### src/rtl/clkdiv_pkg.sv
// Shared constants and helpers for the multi-channel clock divider.
package clkdiv_pkg;

  // Reset-time divisor and high-time applied to every channel.
  localparam int DIV_INIT_DEF  = 50;
  localparam int HIGH_INIT_DEF = 25;

  // Width of a channel index; at least one bit even for a single channel.
  function automatic int calc_chw(input int n);
    return (n > 1) ? $clog2(n) : 1;
  endfunction

endpackage

### src/rtl/clkdiv_chan.sv
// One divider channel: active/pending configuration pair, period counter,
// registered divided clock and rising-edge tick.
module clkdiv_chan
  import clkdiv_pkg::*;
#(
  parameter int WIDTH     = 16,
  parameter int DIV_INIT  = DIV_INIT_DEF,
  parameter int HIGH_INIT = HIGH_INIT_DEF
) (
  input  logic             clk,
  input  logic             rst,
  input  logic             ena,
  input  logic             sync,
  input  logic             wr_en,
  input  logic [WIDTH-1:0] wr_div,
  input  logic [WIDTH-1:0] wr_high,
  output logic             pending,
  output logic             clkout,
  output logic             tick
);

  logic [WIDTH-1:0] cnt, cnt_next;
  logic [WIDTH-1:0] div_a, div_next;
  logic [WIDTH-1:0] high_a, high_next;
  logic [WIDTH-1:0] pend_div, pend_div_next;
  logic [WIDTH-1:0] pend_high, pend_high_next;
  logic             pending_next;
  logic             clkout_next;
  logic             tick_next;
  // fresh: the next enabled edge starts a new period at cnt=0 (after reset,
  // or after a configuration was swapped in while the channel was disabled).
  logic             fresh, fresh_next;

  logic             stopped_old;
  logic             wrap;
  logic             apply;
  logic [WIDTH-1:0] div_use;
  logic [WIDTH-1:0] high_use;
  logic             run_use;
  logic [WIDTH-1:0] cnt_inc;

  // Next-state logic: configuration swap, counter advance and output levels.
  always_comb begin
    stopped_old = (div_a < WIDTH'(2));
    wrap        = !stopped_old && (cnt >= div_a - WIDTH'(1));
    apply       = pending && (sync || !ena || stopped_old || fresh || wrap);
    div_use     = apply ? pend_div  : div_a;
    high_use    = apply ? pend_high : high_a;
    run_use     = (div_use >= WIDTH'(2)) && (high_use != '0);
    cnt_inc     = cnt + WIDTH'(1);

    cnt_next       = cnt;
    clkout_next    = clkout;
    tick_next      = 1'b0;
    fresh_next     = fresh;
    div_next       = div_use;
    high_next      = high_use;
    pending_next   = apply ? 1'b0 : pending;
    pend_div_next  = pend_div;
    pend_high_next = pend_high;

    // A write is only accepted while nothing is pending, so it never
    // collides with the swap above and always waits for a later boundary.
    if (wr_en) begin
      pend_div_next  = wr_div;
      pend_high_next = wr_high;
      pending_next   = 1'b1;
    end

    if (sync) begin
      cnt_next    = '0;
      clkout_next = run_use;
      tick_next   = run_use;
      fresh_next  = 1'b0;
    end else if (!ena) begin
      if (apply) begin
        fresh_next = 1'b1;
      end
    end else if (div_use < WIDTH'(2)) begin
      cnt_next    = '0;
      clkout_next = 1'b0;
      fresh_next  = 1'b0;
    end else if (fresh || stopped_old || wrap) begin
      cnt_next    = '0;
      clkout_next = (high_use != '0);
      tick_next   = clkout_next && (fresh || stopped_old || apply || !clkout);
      fresh_next  = 1'b0;
    end else begin
      cnt_next    = cnt_inc;
      clkout_next = (cnt_inc < high_a);
    end
  end

  // State registers with asynchronous active-low reset.
  always_ff @(posedge clk or negedge rst) begin
    if (!rst) begin
      cnt       <= '0;
      div_a     <= WIDTH'(DIV_INIT);
      high_a    <= WIDTH'(HIGH_INIT);
      pend_div  <= '0;
      pend_high <= '0;
      pending   <= 1'b0;
      clkout    <= 1'b0;
      tick      <= 1'b0;
      fresh     <= 1'b1;
    end else begin
      cnt       <= cnt_next;
      div_a     <= div_next;
      high_a    <= high_next;
      pend_div  <= pend_div_next;
      pend_high <= pend_high_next;
      pending   <= pending_next;
      clkout    <= clkout_next;
      tick      <= tick_next;
      fresh     <= fresh_next;
    end
  end

endmodule

### src/rtl/clkdiv_multi.sv
// Multi-channel programmable clock divider: write decode, ready mux and
// NCH independent divider channels.
module clkdiv_multi
  import clkdiv_pkg::*;
#(
  parameter int NCH       = 2,
  parameter int WIDTH     = 16,
  parameter int DIV_INIT  = DIV_INIT_DEF,
  parameter int HIGH_INIT = HIGH_INIT_DEF
) (
  input  logic                      clk,
  input  logic                      rst,
  input  logic [NCH-1:0]            ena,
  input  logic                      sync,
  input  logic                      wr_valid,
  output logic                      wr_ready,
  input  logic [calc_chw(NCH)-1:0]  wr_ch,
  input  logic [WIDTH-1:0]          wr_div,
  input  logic [WIDTH-1:0]          wr_high,
  output logic [NCH-1:0]            clkout,
  output logic [NCH-1:0]            tick
);

  localparam int CHW = calc_chw(NCH);

  logic [NCH-1:0] pending;
  logic [NCH-1:0] wr_en;

  // Ready mux: an out-of-range channel matches nothing, so it reads ready
  // and the write is silently dropped.
  always_comb begin
    wr_ready = 1'b1;
    for (int i = 0; i < NCH; i++) begin
      if (wr_ch == CHW'(i)) begin
        wr_ready = !pending[i];
      end
    end
  end

  genvar gi;
  generate
    for (gi = 0; gi < NCH; gi++) begin : g_chan
      assign wr_en[gi] = wr_valid && wr_ready && (wr_ch == CHW'(gi));

      clkdiv_chan #(
        .WIDTH     (WIDTH),
        .DIV_INIT  (DIV_INIT),
        .HIGH_INIT (HIGH_INIT)
      ) u_chan (
        .clk     (clk),
        .rst     (rst),
        .ena     (ena[gi]),
        .sync    (sync),
        .wr_en   (wr_en[gi]),
        .wr_div  (wr_div),
        .wr_high (wr_high),
        .pending (pending[gi]),
        .clkout  (clkout[gi]),
        .tick    (tick[gi])
      );
    end
  endgenerate

endmodule
### config.mk
export PLATFORM = sky130hd
export DESIGN_NAME = clkdiv_multi
export DESIGN_NICKNAME = d
export VERILOG_FILES = /design/src/rtl/clkdiv_pkg.sv /design/src/rtl/clkdiv_chan.sv /design/src/rtl/clkdiv_multi.sv
export SDC_FILE = /design/constraint.sdc
export NUM_CORES = 1
export LEC_CHECK = 0
export BUFFER_PORTS_ARGS = -buffer_cell sky130_fd_sc_hd__clkbuf_2
export CAP_MARGIN = 20
export CORE_ASPECT_RATIO = 0.7
export CORE_UTILIZATION = 46
export CTS_BUF_LIST = sky130_fd_sc_hd__clkbuf_4 sky130_fd_sc_hd__clkbuf_8 sky130_fd_sc_hd__clkbuf_16
export DETAILED_ROUTE_END_ITERATION = 10
export GPL_ROUTABILITY_DRIVEN = 0
export MAX_ROUTING_LAYER = met4
export PLACE_DENSITY = 0.63
export SLEW_MARGIN = 25
export SYNTH_ARGS = -nofsm -noshare
export SYNTH_HDL_FRONTEND = slang
export SYNTH_SLANG_ARGS = --single-unit
### constraint.sdc
create_clock -name clk -period 3.95 [get_ports clk]
set_input_delay 0.395 -clock clk [delete_from_list [all_inputs] [get_ports clk]]
set_output_delay 0.395 -clock clk [all_outputs]
set_load 0.02 [all_outputs]
## Yosys cells after proc, flatten, opt, wreduce, memory -nomap -nowiden

Cells that the tools add are included.
W data, S select, Z words.

- Muxes and demuxes: 43
- Add/subtract/negate cells: 4
- Order comparisons: 10
- Bitwise gates (word level): 1
- Reduce and logical (&&, ||, !) cells: 45
- Equality and inequality tests: 2

Operators with widths:

| operator | number |
|---|---|
| $mux W16 | 12 |
| $lt A16 B2 Y1 const B | 4 |
| $add A16 B1 Y16 const B | 2 |
| $ge A16 B16 Y1 | 2 |
| $ge A16 B2 Y1 const B | 2 |
| $lt A16 B16 Y1 | 2 |
| $reduce_bool A16 Y1 | 2 |
| $sub A16 B1 Y16 const B | 2 |
| $mux W1 | 31 |
| $logic_or A1 B1 Y1 | 16 |
| $logic_and A1 B1 Y1 | 11 |
| $logic_not A1 Y1 | 8 |
| $ne A4 B1 Y1 const B | 2 |
| $reduce_bool A2 Y1 | 4 |
| $reduce_bool A3 Y1 | 2 |
| $reduce_and A2 Y1 | 2 |
| $not A1 Y1 | 1 |

- Output and inout bits: 5
- Word-level logic and storage cells: 123
- Bits of input ports: 39
- Bits in registers: 168

## Depth between registers and ports, before layout

Gate-level depths: netlist (run 1).

- Depth in word-level cells: 13
- Depth in mapped cells: 14
- Depth with buffers taken out: 13

## Hierarchy

From an unflattened synthesis (run 1), not the netlist that was laid out.

- Cells, all modules: 804
- Area total of the unflattened synthesis: 9251.4 um2

By module, submodules not included:

| module | seq. area each (um2) | area each (um2) | cells an instance | instances |
|---|---|---|---|---|
| clkdiv_chan at g_chan[1].u_chan | 2110.8 | 4662.0 | 400 | 1 |
| clkdiv_chan at g_chan[0].u_chan | 2110.8 | 4563.1 | 401 | 1 |
| clkdiv_multi | 0.0 | 26.3 | 3 | 1 |

## Worst setup path after synthesis (run 1)

Ideal clock, no wire load.

- Path kind: reg2reg
- From: reg g_chan[0].u_chan.div_a[3]
- To: reg g_chan[0].u_chan.div_a[0]
- Stages on the path, launching flop included: 14
- Period minus slack after synthesis: 3.491 ns
- Arrival time: 3.366 ns
- Path buffers: 1
- Setup time: 0.125 ns
- Setup slack: 0.459 ns
- Data required time: 3.825 ns
- Path through: dfrtp_1 nor4_1 nand3_1 or3_2 nor3_1 xnor2_1 ha_1 a211oi_1 nor2_1 nor2_1 nand3_2 o21ai_4 buf_12 mux2_4

- Longest elaborated chain between the ends: 6
- Elaborated cells between the ends (all ways): 10
- Classes of those cells: add/sub: 1; order compare: 2; mux: 1; reduce/logical: 6

RTL lines:

| what | RTL line | text |
|---|---|---|
| from (decl) | clkdiv_chan.sv:23 | `logic [WIDTH-1:0] div_a, div_next;` |
| from (signal assigned) | clkdiv_chan.sv:98 | `div_a <= WIDTH'(DIV_INIT);` |
| from (signal assigned) | clkdiv_chan.sv:108 | `div_a <= div_next;` |
| $sub A16 B1 Y16 or $lt A16 B2 Y1 (tied branches) | clkdiv_chan.sv:45, clkdiv_chan.sv:44 |  |
| $ge A16 B16 Y1 (tied with other cells) | clkdiv_chan.sv:45 | `wrap = !stopped_old && (cnt >= div_a - WIDTH'(1));` |
| $logic_and A1 B1 Y1 or $logic_or A1 B1 Y1 (tied branches) | clkdiv_chan.sv:45, clkdiv_chan.sv:46 |  |
| $logic_or A1 B1 Y1 (*) | clkdiv_chan.sv:46 | `apply = pending && (sync \|\| !ena \|\| stopped_old \|\| fresh \|\| wrap);` |
| $logic_and A1 B1 Y1 (*) | clkdiv_chan.sv:46 |  |
| $mux W16 (*) | clkdiv_chan.sv:47 | `div_use = apply ? pend_div : div_a;` |
| via g_chan[0].u_chan.div_next[0] | clkdiv_chan.sv:23 |  |

The timed path passes the listed nets; every way through them passes the cells marked *.
A chain may end at the register's enable or synchronous reset.

## Worst setup path in the final report (run 1)

- From: reg g_chan[0].u_chan.div_a[8]
- To: reg g_chan[0].u_chan.div_a[7]

Same word-level chain as after synthesis.

==> results of run 1 <==
-- worst paths after layout --
kind / start / end / slack [ns] / depth (start not counted)
max: g_chan[0].u_chan.div_a[8] / g_chan[0].u_chan.div_a[7] / 0.30 / 12
min: rst / g_chan[1].u_chan.pend_high[9] / 0.001 / 1
min reg2reg: g_chan[0].u_chan.pend_div[0] / g_chan[0].u_chan.div_a[0] / 0.51 / 1
max reg2reg: g_chan[0].u_chan.div_a[8] / g_chan[0].u_chan.div_a[7] / 0.30 / 12
min in group clk: ena[1] / g_chan[1].u_chan.fresh / 0.12 / 2
max in group asynchronous: rst / g_chan[1].u_chan.fresh / 3.01 / 2
-- cell usage in the layout, fill, tap and decap left out, drive strengths merged, types with 4 or more instances in the layout --
cell type  count
dfrtp        154
mux2         111
ha            66
clkbuf        64
o21ai         53
nand2         45
inv           43
nor2          34
xnor2         34
nor4          32
nand3         25
nor3          22
xor2          20
a22o          16
buf           16
dfstp         14
nand4         13
a21oi         13
a21o          12
and3          10
nor3b          7
a2111oi        7
o31ai          5
nand2b         5
or4            5
nor2b          4
bufinv         4
or2            4
and4           4
a31oi          4
-- critical path: stages, from the launching register on --
cell and delay [ns]:
dfrtp_1 0.42, or4_4 0.56, or3_2 0.47, nor3_1 0.21, xnor2_1 0.16, ha_1 0.26
a211oi_1 0.23, nor2_1 0.09, nor2_1 0.13, nand3_2 0.12, o21ai_4 0.19, buf_4 0.34
mux2_4 0.34
-- area by class of cell --
cell class                      count  area [um^2]
Tap cell                          270          338
Multi-Input combinational cell    575         4790
Sequential cell                   168         4220
Fill cell                        1765         9350
Timing Repair Buffer               58          359
Inverter                           42          158
Clock buffer                       22          475
Clock inverter                     10          165
-- power breakdown --
| group | switching, mW | internal (mW) | total [mW] |
|---|---|---|---|
| sequential | 0.444 | 2.16 | 2.60 |
| combinational | 0.623 | 0.756 | 1.38 |
| clock | 0.697 | 1.12 | 1.81 |
-- repair_timing --
item,in CTS,in global routing
resized for setup,0,1
setup endpoints to repair,0,18
endpoints found under the hold margin,0,0
-- metal layers --
layer	GRT usage (%)	routed length, um	up-vias
li1	-	-	3088
met1	34.8	11400	3124
met2	29.4	8580	97
met3	3.69	876	6
met4	6.31	111	0
met5	-	0	-
-- through the flow --
| step | power, mW | instances | area (um^2) | hold slack (ns) | setup WS, ns |
|---|---|---|---|---|---|
| finish | 5.79 | 1145 | 10500 | 0.00132 | 0.298 |
| global route | 6.13 | 1145 | 10500 | 0.0671 | 0.0181 |
| detailed placement | 3.99 | 1113 | 9860 | 0.493 | 0.240 |
| CTS | 5.84 | 1145 | 10500 | 0.0272 | 0.201 |
| floorplan | 3.57 | 813 | 9340 | 0.0994 | 0.459 |
| global placement | 3.95 | 1113 | 9860 | 0.483 | 0.366 |
-- cells by family after synthesis --
group	count (synthesis)	synth area share, %
flops	168	45.2
simple gates	213	12.5
compound gates	129	9.88
mux	113	14.8
fa+ha+maj	66	8.84
buf+inv	70	3.72
xor+xnor	54	5.06
-- state kept, by name, summed over array words and instances (netlist names) --
name	cells
g_chan.u_chan.clkout	2
g_chan.u_chan.cnt	32
g_chan.u_chan.div_a	32
g_chan.u_chan.fresh	2
g_chan.u_chan.high_a	32
g_chan.u_chan.pend_div	32
g_chan.u_chan.pend_high	32
g_chan.u_chan.pending	2
g_chan.u_chan.tick	2
==> results by group, run 1 <==
Outcome
  • Run status: complete, no violations

Clock network
  • Count of hold-fix buffers inserted at cts: 0
  • Post-CTS Setup Inserts: 0
  • Clock sinks: 168
  • CTS max path bufs: 2
  • Reg clk slew, reported paths: 0.06 ns
  • CTS tree: built
  • # H-tree levels: 4
  • Clock Latency Late Sink: 0.43 ns
  • CTS Buf Count: 17
  • Clk root buf: clkbuf_16

Die
  • Die footprint: 20900 um^2
  • Die X-Extent: 172 um
  • Rows: 43
  • Die Ht: 121 um
  • Total core area: 19900 um^2
  • Effective utilization at floorplan: 47.1%
  • Num ports: 44

Worst setup path
  • Crit-path max FO: 16
  • Arrival @ worst endpoint: 3.97 ns
  • Critical path startpoint category: flop
  • CP required: 4.26 ns
  • CP Capture Type: flop
  • Critical path class: reg -> reg

Place
  • Buffers on Ports: 43
  • Post-DP HPWL: 15700 um

Yosys
  • Synth top area cells: dfrtp_1 41%, mux2_2 9.8%, ha_1 8.8%
  • Post-synth design cell area: 9340 um^2
  • Netlist cell types: 64
  • Mapped Nets: 918
  • Largest area contributor in the netlist: dfrtp_1
  • Gate Count Post-Synth: 813
  • Synth top cells by count: 154 x dfrtp_1, 81 x mux2_2, 66 x ha_1
  • Seq cells post-synth: 168
  • Count leader, synth: dfrtp_1
  • Async S/R FF share, synth: 100%
  • Sequential area share after synthesis: 45.2%
  • EDFF count, synth: 0
  • Share of the synthesized area in the top cell type: 41.2%
  • Syn_area_per_cell: 11.5 um^2
  • Ys Warns: 0
  • Synth Flop Type: dfrtp_1

Run
  • Max-cap violations: 0

Detailed routing
  • DRC Markers: 0
  • Detail Route Antenna Nets: 0
  • Routed WL per cell: 18.3 um
  • Initial DRC count: 449
  • Routed vias/inst: 5.52
  • First-pass DRT Iterations: 5
  • Post-Route WL: 21000 um
  • Via count: 6315

Global route
  • GRT Overall Usage: 22.4%
  • Initial antenna violation count: 0
  • Global-route wire length before repair: 34100 um
  • Gr ovfl total: 0
  • Number of global-route vias before repair: 6148
  • Largest net degree at the start of global routing: 84

STA
  • Final Cycle Share: 92.5%
  • Fin. max-slew vios: 0
  • RSZ-0062 raised after global routing: false
  • Slew HR: 31.9%
  • Min Tclk post-route: 3.65 ns
  • Worst-margin pin slew: 1.02 ns
  • Final Skew: 0.0117 ns
  • Setup TNS: 0 ns
  • Final setup vio count: 0
  • Peak Freq: 0.274 GHz
  • Final hold viol count: 0

Pwr
  • Leakage: 4.80 nW
  • Power per Cell Area: 552 nW/um^2
  • Max VDD drop: 0.000331 V

Final layout
  • Share of post-route cells with drive strength above 1: 27.4%
  • Core Util, Final: 52.9%
  • Nets: 967
  • Diodes inserted: 0
  • Area Overhead vs Synth: 12.4%

Worst hold path
  • Worst hold path class: in -> async
Power figures use the tool's default switching activity.
==> run 2, diff against run 1 <==
CORE_UTILIZATION = 50   (was 46)
PLACE_DENSITY = 0.67   (was 0.63)
==> run 2 against run 1 <==
Net effect:
- the run now ends with design-rule violations left
- flip-flop and latch count is the same
- critical path depth rose by 1
- sequential power about the same
- combinational power about the same
- via count up 0.68%
- final area shrank 0.93%
- die area decreased by 7.9%
- register-to-register slack better by 0.03 ns
- wire length fell by 2.1%
- power is 3.5% lower
==> results by group, run 2 (synthesis results as in run 1) <==
Outcome
  • Run status: finished, violations left (was complete, no violations)
  • Failing checks: design-rule violations

Detailed routing
  • First-pass DRT Iterations: 8 (was 5)
  • Post-Route WL: 20500 um (was 21000 um)
  • Routed WL per cell: 18.5 um (was 18.3 um)
  • Detail Route Antenna Nets: 0 (unchanged)
  • Routed vias/inst: 5.71 (was 5.52)
  • Initial DRC count: 485 (was 449)
  • Via count: 6358 (was 6315)
  • DRC Markers: 8 (was 0)

Final layout
  • Area Overhead vs Synth: 11.4% (was 12.4%)
  • Nets: 969 (was 967)
  • Non-filler cells, final: 1113 (was 1145)
  • Share of post-route cells with drive strength above 1: 27.7% (was 27.4%)
  • Commonest cells after routing, fill and taps aside: 154 x dfrtp_1, 81 x mux2_2, 66 x ha_1 (unchanged)
  • Core Util, Final: 57.3% (was 52.9%)
  • Diodes inserted: 0 (unchanged)
  • Commonest non-fill, non-tap cell in the layout: dfrtp_1 (unchanged)
  • Cell area after layout: 10400 um^2 (was 10500 um^2)

Die
  • Effective utilization at floorplan: 51.5% (was 47.1%)
  • Total core area: 18200 um^2 (was 19900 um^2)
  • Num ports: 44 (unchanged)
  • Die Ht: 116 um (was 121 um)
  • Die X-Extent: 165 um (was 172 um)
  • Die footprint: 19200 um^2 (was 20900 um^2)
  • Rows: 41 (was 43)

Global route
  • Largest net degree at the start of global routing: 103 (was 84)
  • GRT Overall Usage: 23.8% (was 22.4%)
  • Gr ovfl total: 0 (unchanged)
  • Global-route wire length before repair: 33800 um (was 34100 um)
  • Number of global-route vias before repair: 6208 (was 6148)
  • Initial antenna violation count: 0 (unchanged)

Worst setup path
  • Critical path class: reg -> reg (unchanged)
  • Reg-to-Reg Start: g_chan[0].u_chan.div_a[8] (unchanged)
  • Worst setup path startpoint: g_chan[0].u_chan.div_a[8] (unchanged)
  • Crit-path max FO: 17 (was 16)
  • RR Endpoint: g_chan[0].u_chan.clkout (was g_chan[0].u_chan.div_a[7])
  • R2R depth: 13 (was 12)
  • CP required: 4.24 ns (was 4.26 ns)
  • Worst R2R Setup Slack: 0.33 ns (was 0.30 ns)
  • Critical path startpoint category: flop (unchanged)
  • CP Capture Type: flop (unchanged)
  • Arrival @ worst endpoint: 3.91 ns (was 3.97 ns)

Place
  • Buffers on Ports: 43 (unchanged)
  • DP Cell Count: 1081 (was 1113)
  • Post-DP Area: 9820 um^2 (was 9860 um^2)
  • Post-DP HPWL: 15400 um (was 15700 um)
  • Placement Setup Slack: 0.197 ns (was 0.240 ns)

STA
  • Final Cycle Share: 91.6% (was 92.5%)
  • Worst-margin pin slew: 0.917 ns (was 1.02 ns)
  • Setup TNS: 0 ns (unchanged)
  • Final hold viol count: 0 (unchanged)
  • Final setup vio count: 0 (unchanged)
  • RSZ-0062 raised after global routing: false (unchanged)
  • Final Skew: 0.00732 ns (was 0.0117 ns)
  • Min Tclk post-route: 3.62 ns (was 3.65 ns)
  • Slew HR: 38.9% (was 31.9%)
  • Peak Freq: 0.276 GHz (was 0.274 GHz)
  • WHS: 0.0599 ns (was 0.00132 ns)
  • Fin. max-slew vios: 0 (unchanged)
  • Worst Setup Slack, final: 0.332 ns (was 0.298 ns)

Pwr
  • Power Total: 5.59 mW (was 5.79 mW)
  • Leakage: 4.78 nW (was 4.80 nW)
  • Power per Cell Area: 537 nW/um^2 (was 552 nW/um^2)
  • Max VDD drop: 0.000267 V (was 0.000331 V)

Clock network
  • Clock sinks: 168 (unchanged)
  • # H-tree levels: 4 (unchanged)
  • CTS max path bufs: 2 (unchanged)
  • Clk root buf: clkbuf_16 (unchanged)
  • Reg clk slew, reported paths: 0.06 ns (about the same)
  • CTS tree: built (unchanged)
  • CTS Buf Count: 17 (unchanged)
  • Count of hold-fix buffers inserted at cts: 0 (unchanged)
  • Cts repair resizes: 0 (unchanged)
  • Clock Latency Late Sink: 0.42 ns (was 0.43 ns)
  • Post-CTS Setup Inserts: 0 (unchanged)

Run
  • Max-cap violations: 0 (unchanged)

Worst hold path
  • Worst hold path class: in -> async (unchanged)
## run 2: cell count changes in the layout (fill, tap and decap cells not counted), sizes merged
cell	previous run	this run
clkinv	2	8
buf	16	18
bufinv	4	1
clkbuf	64	61
## run 2: power breakdown
group / internal, mW / switching (mW) / total [mW]
sequential: 2.16 / 0.443 / 2.60
clock: 0.906 / 0.713 / 1.62
combinational: 0.755 / 0.614 / 1.37
## run 2: cell type report
| class | count | area (um^2) |
|---|---|---|
| Clock buffer | 19 | 453 |
| Clock inverter | 13 | 120 |
| Fill cell | 1557 | 7750 |
| Inverter | 42 | 158 |
| Multi-Input combinational cell | 575 | 4790 |
| Sequential cell | 168 | 4220 |
| Tap cell | 236 | 295 |
| Timing Repair Buffer | 60 | 365 |
## run 2: how the worst max path moves through the flow
stage                                           end  cells past startpoint  slack, ns
final                       g_chan[0].u_chan.clkout                     13       0.33
after global routing        g_chan[0].u_chan.clkout                     14       0.04
after CTS                 g_chan[0].u_chan.div_a[7]                     13       0.18
after detailed placement  g_chan[0].u_chan.div_a[8]                     13       0.20
after global placement    g_chan[0].u_chan.div_a[3]                     13       0.32
after floorplan           g_chan[0].u_chan.div_a[0]                     13       0.46
## run 2: per-layer routing
metal	share of wire (%)	wire length, um	track usage [%]
met1	55	11300	37.0
met2	41	8370	32.2
met3	3.4	702	3.62
met4	0.59	121	5.52
met5	0	0	-
## run 2: critical path, stage by stage (launching register included)
cell      delay [ns]
dfrtp_1         0.43
or4_4           0.56
or3_2           0.47
nor3_1          0.19
xnor2_1         0.15
ha_1            0.26
a211oi_1        0.27
nor2_1          0.11
nor2_1          0.14
nand3_2         0.13
o21ai_4         0.19
buf_12          0.20
mux2i_1         0.28
o311ai_2        0.12
==> run 3, diff against run 2 <==
CORE_ASPECT_RATIO = unset   (was 0.7)
==> run 3 against run 2 <==
Net effect:
- the run still ends with design-rule violations left
- wire length shrank 1.7%
- clock skew grew 0.0031 ns
- via count shrank 0.58%
- utilization grew 0.25 points
- flip-flop and latch count is the same
- worst setup slack lost 0.066 ns
- first-iteration DRC count shrank 21%
- critical path depth grew 1
- die area is essentially flat
- clock power grew 4%
- clock-buffer cell count shrank 1
==> results by group, run 3 (synthesis results as in run 1) <==
Detailed routing
  • Initial DRC count: 383 (was 485)
  • First-pass DRT Iterations: 7 (was 8)
  • Via count: 6321 (was 6358)
  • Post-Route WL: 20200 um (was 20500 um)
  • Routed WL per cell: 18.2 um (was 18.5 um)
  • Routed vias/inst: 5.71 (about the same)
  • DRC Markers: 4 (was 8)
  • Detail Route Antenna Nets: 0 (unchanged)

Pwr
  • Max VDD drop: 0.000349 V (was 0.000267 V)
  • Leakage: 4.79 nW (was 4.78 nW)
  • Power per Cell Area: 540 nW/um^2 (was 537 nW/um^2)
  • Power Total: 5.64 mW (was 5.59 mW)

Clock network
  • Clk root buf: clkbuf_16 (unchanged)
  • CTS max path bufs: 2 (unchanged)
  • Clock Latency Late Sink: 0.43 ns (was 0.42 ns)
  • Count of hold-fix buffers inserted at cts: 0 (unchanged)
  • # H-tree levels: 4 (unchanged)
  • CTS Buf Count: 17 (unchanged)
  • CTS tree: built (unchanged)
  • Clock sinks: 168 (unchanged)
  • Reg clk slew, reported paths: 0.07 ns (was 0.06 ns)

Global route
  • Initial antenna violation count: 0 (unchanged)
  • Global-route wire length before repair: 33300 um (was 33800 um)
  • Largest net degree at the start of global routing: 95 (was 103)
  • Number of global-route vias before repair: 6273 (was 6208)
  • Gr ovfl total: 0 (unchanged)
  • GRT Overall Usage: 22.8% (was 23.8%)

Final layout
  • Area occupied by multi-input gates: 4790 um^2 (about the same)
  • Diodes inserted: 0 (unchanged)
  • Area Overhead vs Synth: 11.8% (was 11.4%)
  • Layout fillers: 1552 (was 1557)
  • Commonest cells after routing, fill and taps aside: 154 x dfrtp_1, 81 x mux2_2, 66 x ha_1 (unchanged)
  • Nets: 970 (was 969)
  • Register area: 4220 um^2 (unchanged)
  • Non-filler cells, final: 1107 (was 1113)
  • Share of post-route cells with drive strength above 1: 27.8% (was 27.7%)
  • Commonest non-fill, non-tap cell in the layout: dfrtp_1 (unchanged)

Worst setup path
  • CP max stage delay: 0.52 ns (was 0.56 ns)
  • CP top delay family: simple AND/OR/NAND/NOR gates (unchanged)
  • CP Cell Sequence: nor4_1 > nand3_1 > or3_2 > nor3_1 > xnor2_1 > ha_1 > a211oi_1 > nor2_1 > nor2_1 > nand3_2 > o21ai_4 > buf_12 > buf_4 > mux2_4 (was or4_4 > or3_2 > nor3_1 > xnor2_1 > ha_1 > a211oi_1 > nor2_1 > nor2_1 > nand3_2 > o21ai_4 > buf_12 > mux2i_1 > o311ai_2)
  • CP max stage cell: or3_2 (was or4_4)
  • CP required: 4.26 ns (was 4.24 ns)
  • Critical path buffers and inverters: 2 (was 1)
  • Arrival @ worst endpoint: 4.00 ns (was 3.91 ns)
  • CP Capture Type: flop (unchanged)
  • Worst R2R Setup Slack: 0.27 ns (was 0.33 ns)
  • Critical path class: reg -> reg (unchanged)
  • Critical path startpoint category: flop (unchanged)
  • Critical Path Most Common Cell: nor2_1 (unchanged)
  • Crit-path max FO: 9 (was 17)

Place
  • DP Cell Count: 1071 (was 1081)
  • Post-DP HPWL: 15000 um (was 15400 um)
  • Buffers on Ports: 43 (unchanged)
  • Placement Setup Slack: 0.161 ns (was 0.197 ns)

STA
  • Fin. max-slew vios: 0 (unchanged)
  • Final hold viol count: 0 (unchanged)
  • Final setup vio count: 0 (unchanged)
  • Final Skew: 0.0104 ns (was 0.00732 ns)
  • RSZ-0062 raised after global routing: false (unchanged)
  • Slew HR: 40.9% (was 38.9%)
  • Worst-margin pin slew: 0.886 ns (was 0.917 ns)
  • Min Tclk post-route: 3.68 ns (was 3.62 ns)
  • Final Cycle Share: 93.3% (was 91.6%)
  • Peak Freq: 0.271 GHz (was 0.276 GHz)
  • Setup TNS: 0 ns (unchanged)
  • Worst Setup Slack, final: 0.266 ns (was 0.332 ns)

Die
  • Rows: 49 (was 41)
  • Die X-Extent: 139 um (was 165 um)
  • Num ports: 44 (unchanged)
  • Die Ht: 139 um (was 116 um)
  • Die footprint: 19200 um^2 (about the same)
  • Total core area: 18100 um^2 (was 18200 um^2)
  • Effective utilization at floorplan: 51.5% (about the same)

Outcome
  • Failing checks: design-rule violations (unchanged)
  • Run status: finished, violations left (unchanged)

Worst hold path
  • Worst hold path class: in -> async (unchanged)

Run
  • Max-cap violations: 0 (unchanged)
run 3: cell types whose count changed in the layout (fill, tap and decap cells not counted), sizes merged:
cell	delta
buf	+1
clkbuf	-1
clkinv	-5
clkinvlp	+1
inv	+5
run 3: repair_timing:
item / 4_1_cts / 5_1_grt
buffers inserted: 0 / 4
endpoints found under the setup margin: 0 / 29
resized for setup: 0 / 1
run 3: worst register-to-register path, stage by stage (launching register included):
cell	delay, ns
dfrtp_1	0.42
nor4_1	0.37
nand3_1	0.20
or3_2	0.52
nor3_1	0.19
xnor2_1	0.15
ha_1	0.26
a211oi_1	0.25
nor2_1	0.10
nor2_1	0.15
nand3_2	0.13
o21ai_4	0.19
buf_12	0.15
buf_4	0.19
mux2_4	0.31
run 3: stage by stage:
step	instance area [um^2]	hold WS (ns)	utilization (%)
after detailed placement	9800	0.466	54.0
final	10400	0.0499	57.5
after global routing	10400	0.130	57.5
after global placement	9800	0.465	54.0
after CTS	10400	0.0964	57.3
after floorplan	9340	0.0994	-
run 3: final cells by class:
cell class	count	area share, %
repair buffers	61	3.77
inverters	42	1.51
well taps	229	2.74
flip-flops and latches	168	40.4
multi-input cells	575	45.8
clock inverters	14	1.50
clock buffers	18	4.21
run 3: path summary, 6_finish.rpt:
kind / from / to / cells after the start
worst max register to register: g_chan[0].u_chan.div_a[3] / g_chan[0].u_chan.high_a[13] / 14
min in group clk: ena[1] / g_chan[1].u_chan.fresh / 2
worst min register to register: g_chan[1].u_chan.pend_div[0] / g_chan[1].u_chan.div_a[0] / 2
max in group asynchronous: rst / g_chan[0].u_chan.high_a[0] / 2
worst min-delay path: rst / g_chan[0].u_chan.high_a[13] / 1
worst max-delay path: g_chan[0].u_chan.div_a[3] / g_chan[0].u_chan.high_a[13] / 14
run 3: report_power, final:
| group | switching (mW) | internal (mW) | total [mW] |
|---|---|---|---|
| logic | 0.610 | 0.759 | 1.37 |
| registers | 0.441 | 2.16 | 2.60 |
| clock network | 0.764 | 0.914 | 1.68 |
run 3: routing by layer:
metal / track usage [%] / wire, um
met5: - / 0
met4: 5.32 / 114
met3: 4.18 / 520
met2: 35.6 / 9570
met1: 30.9 / 9980
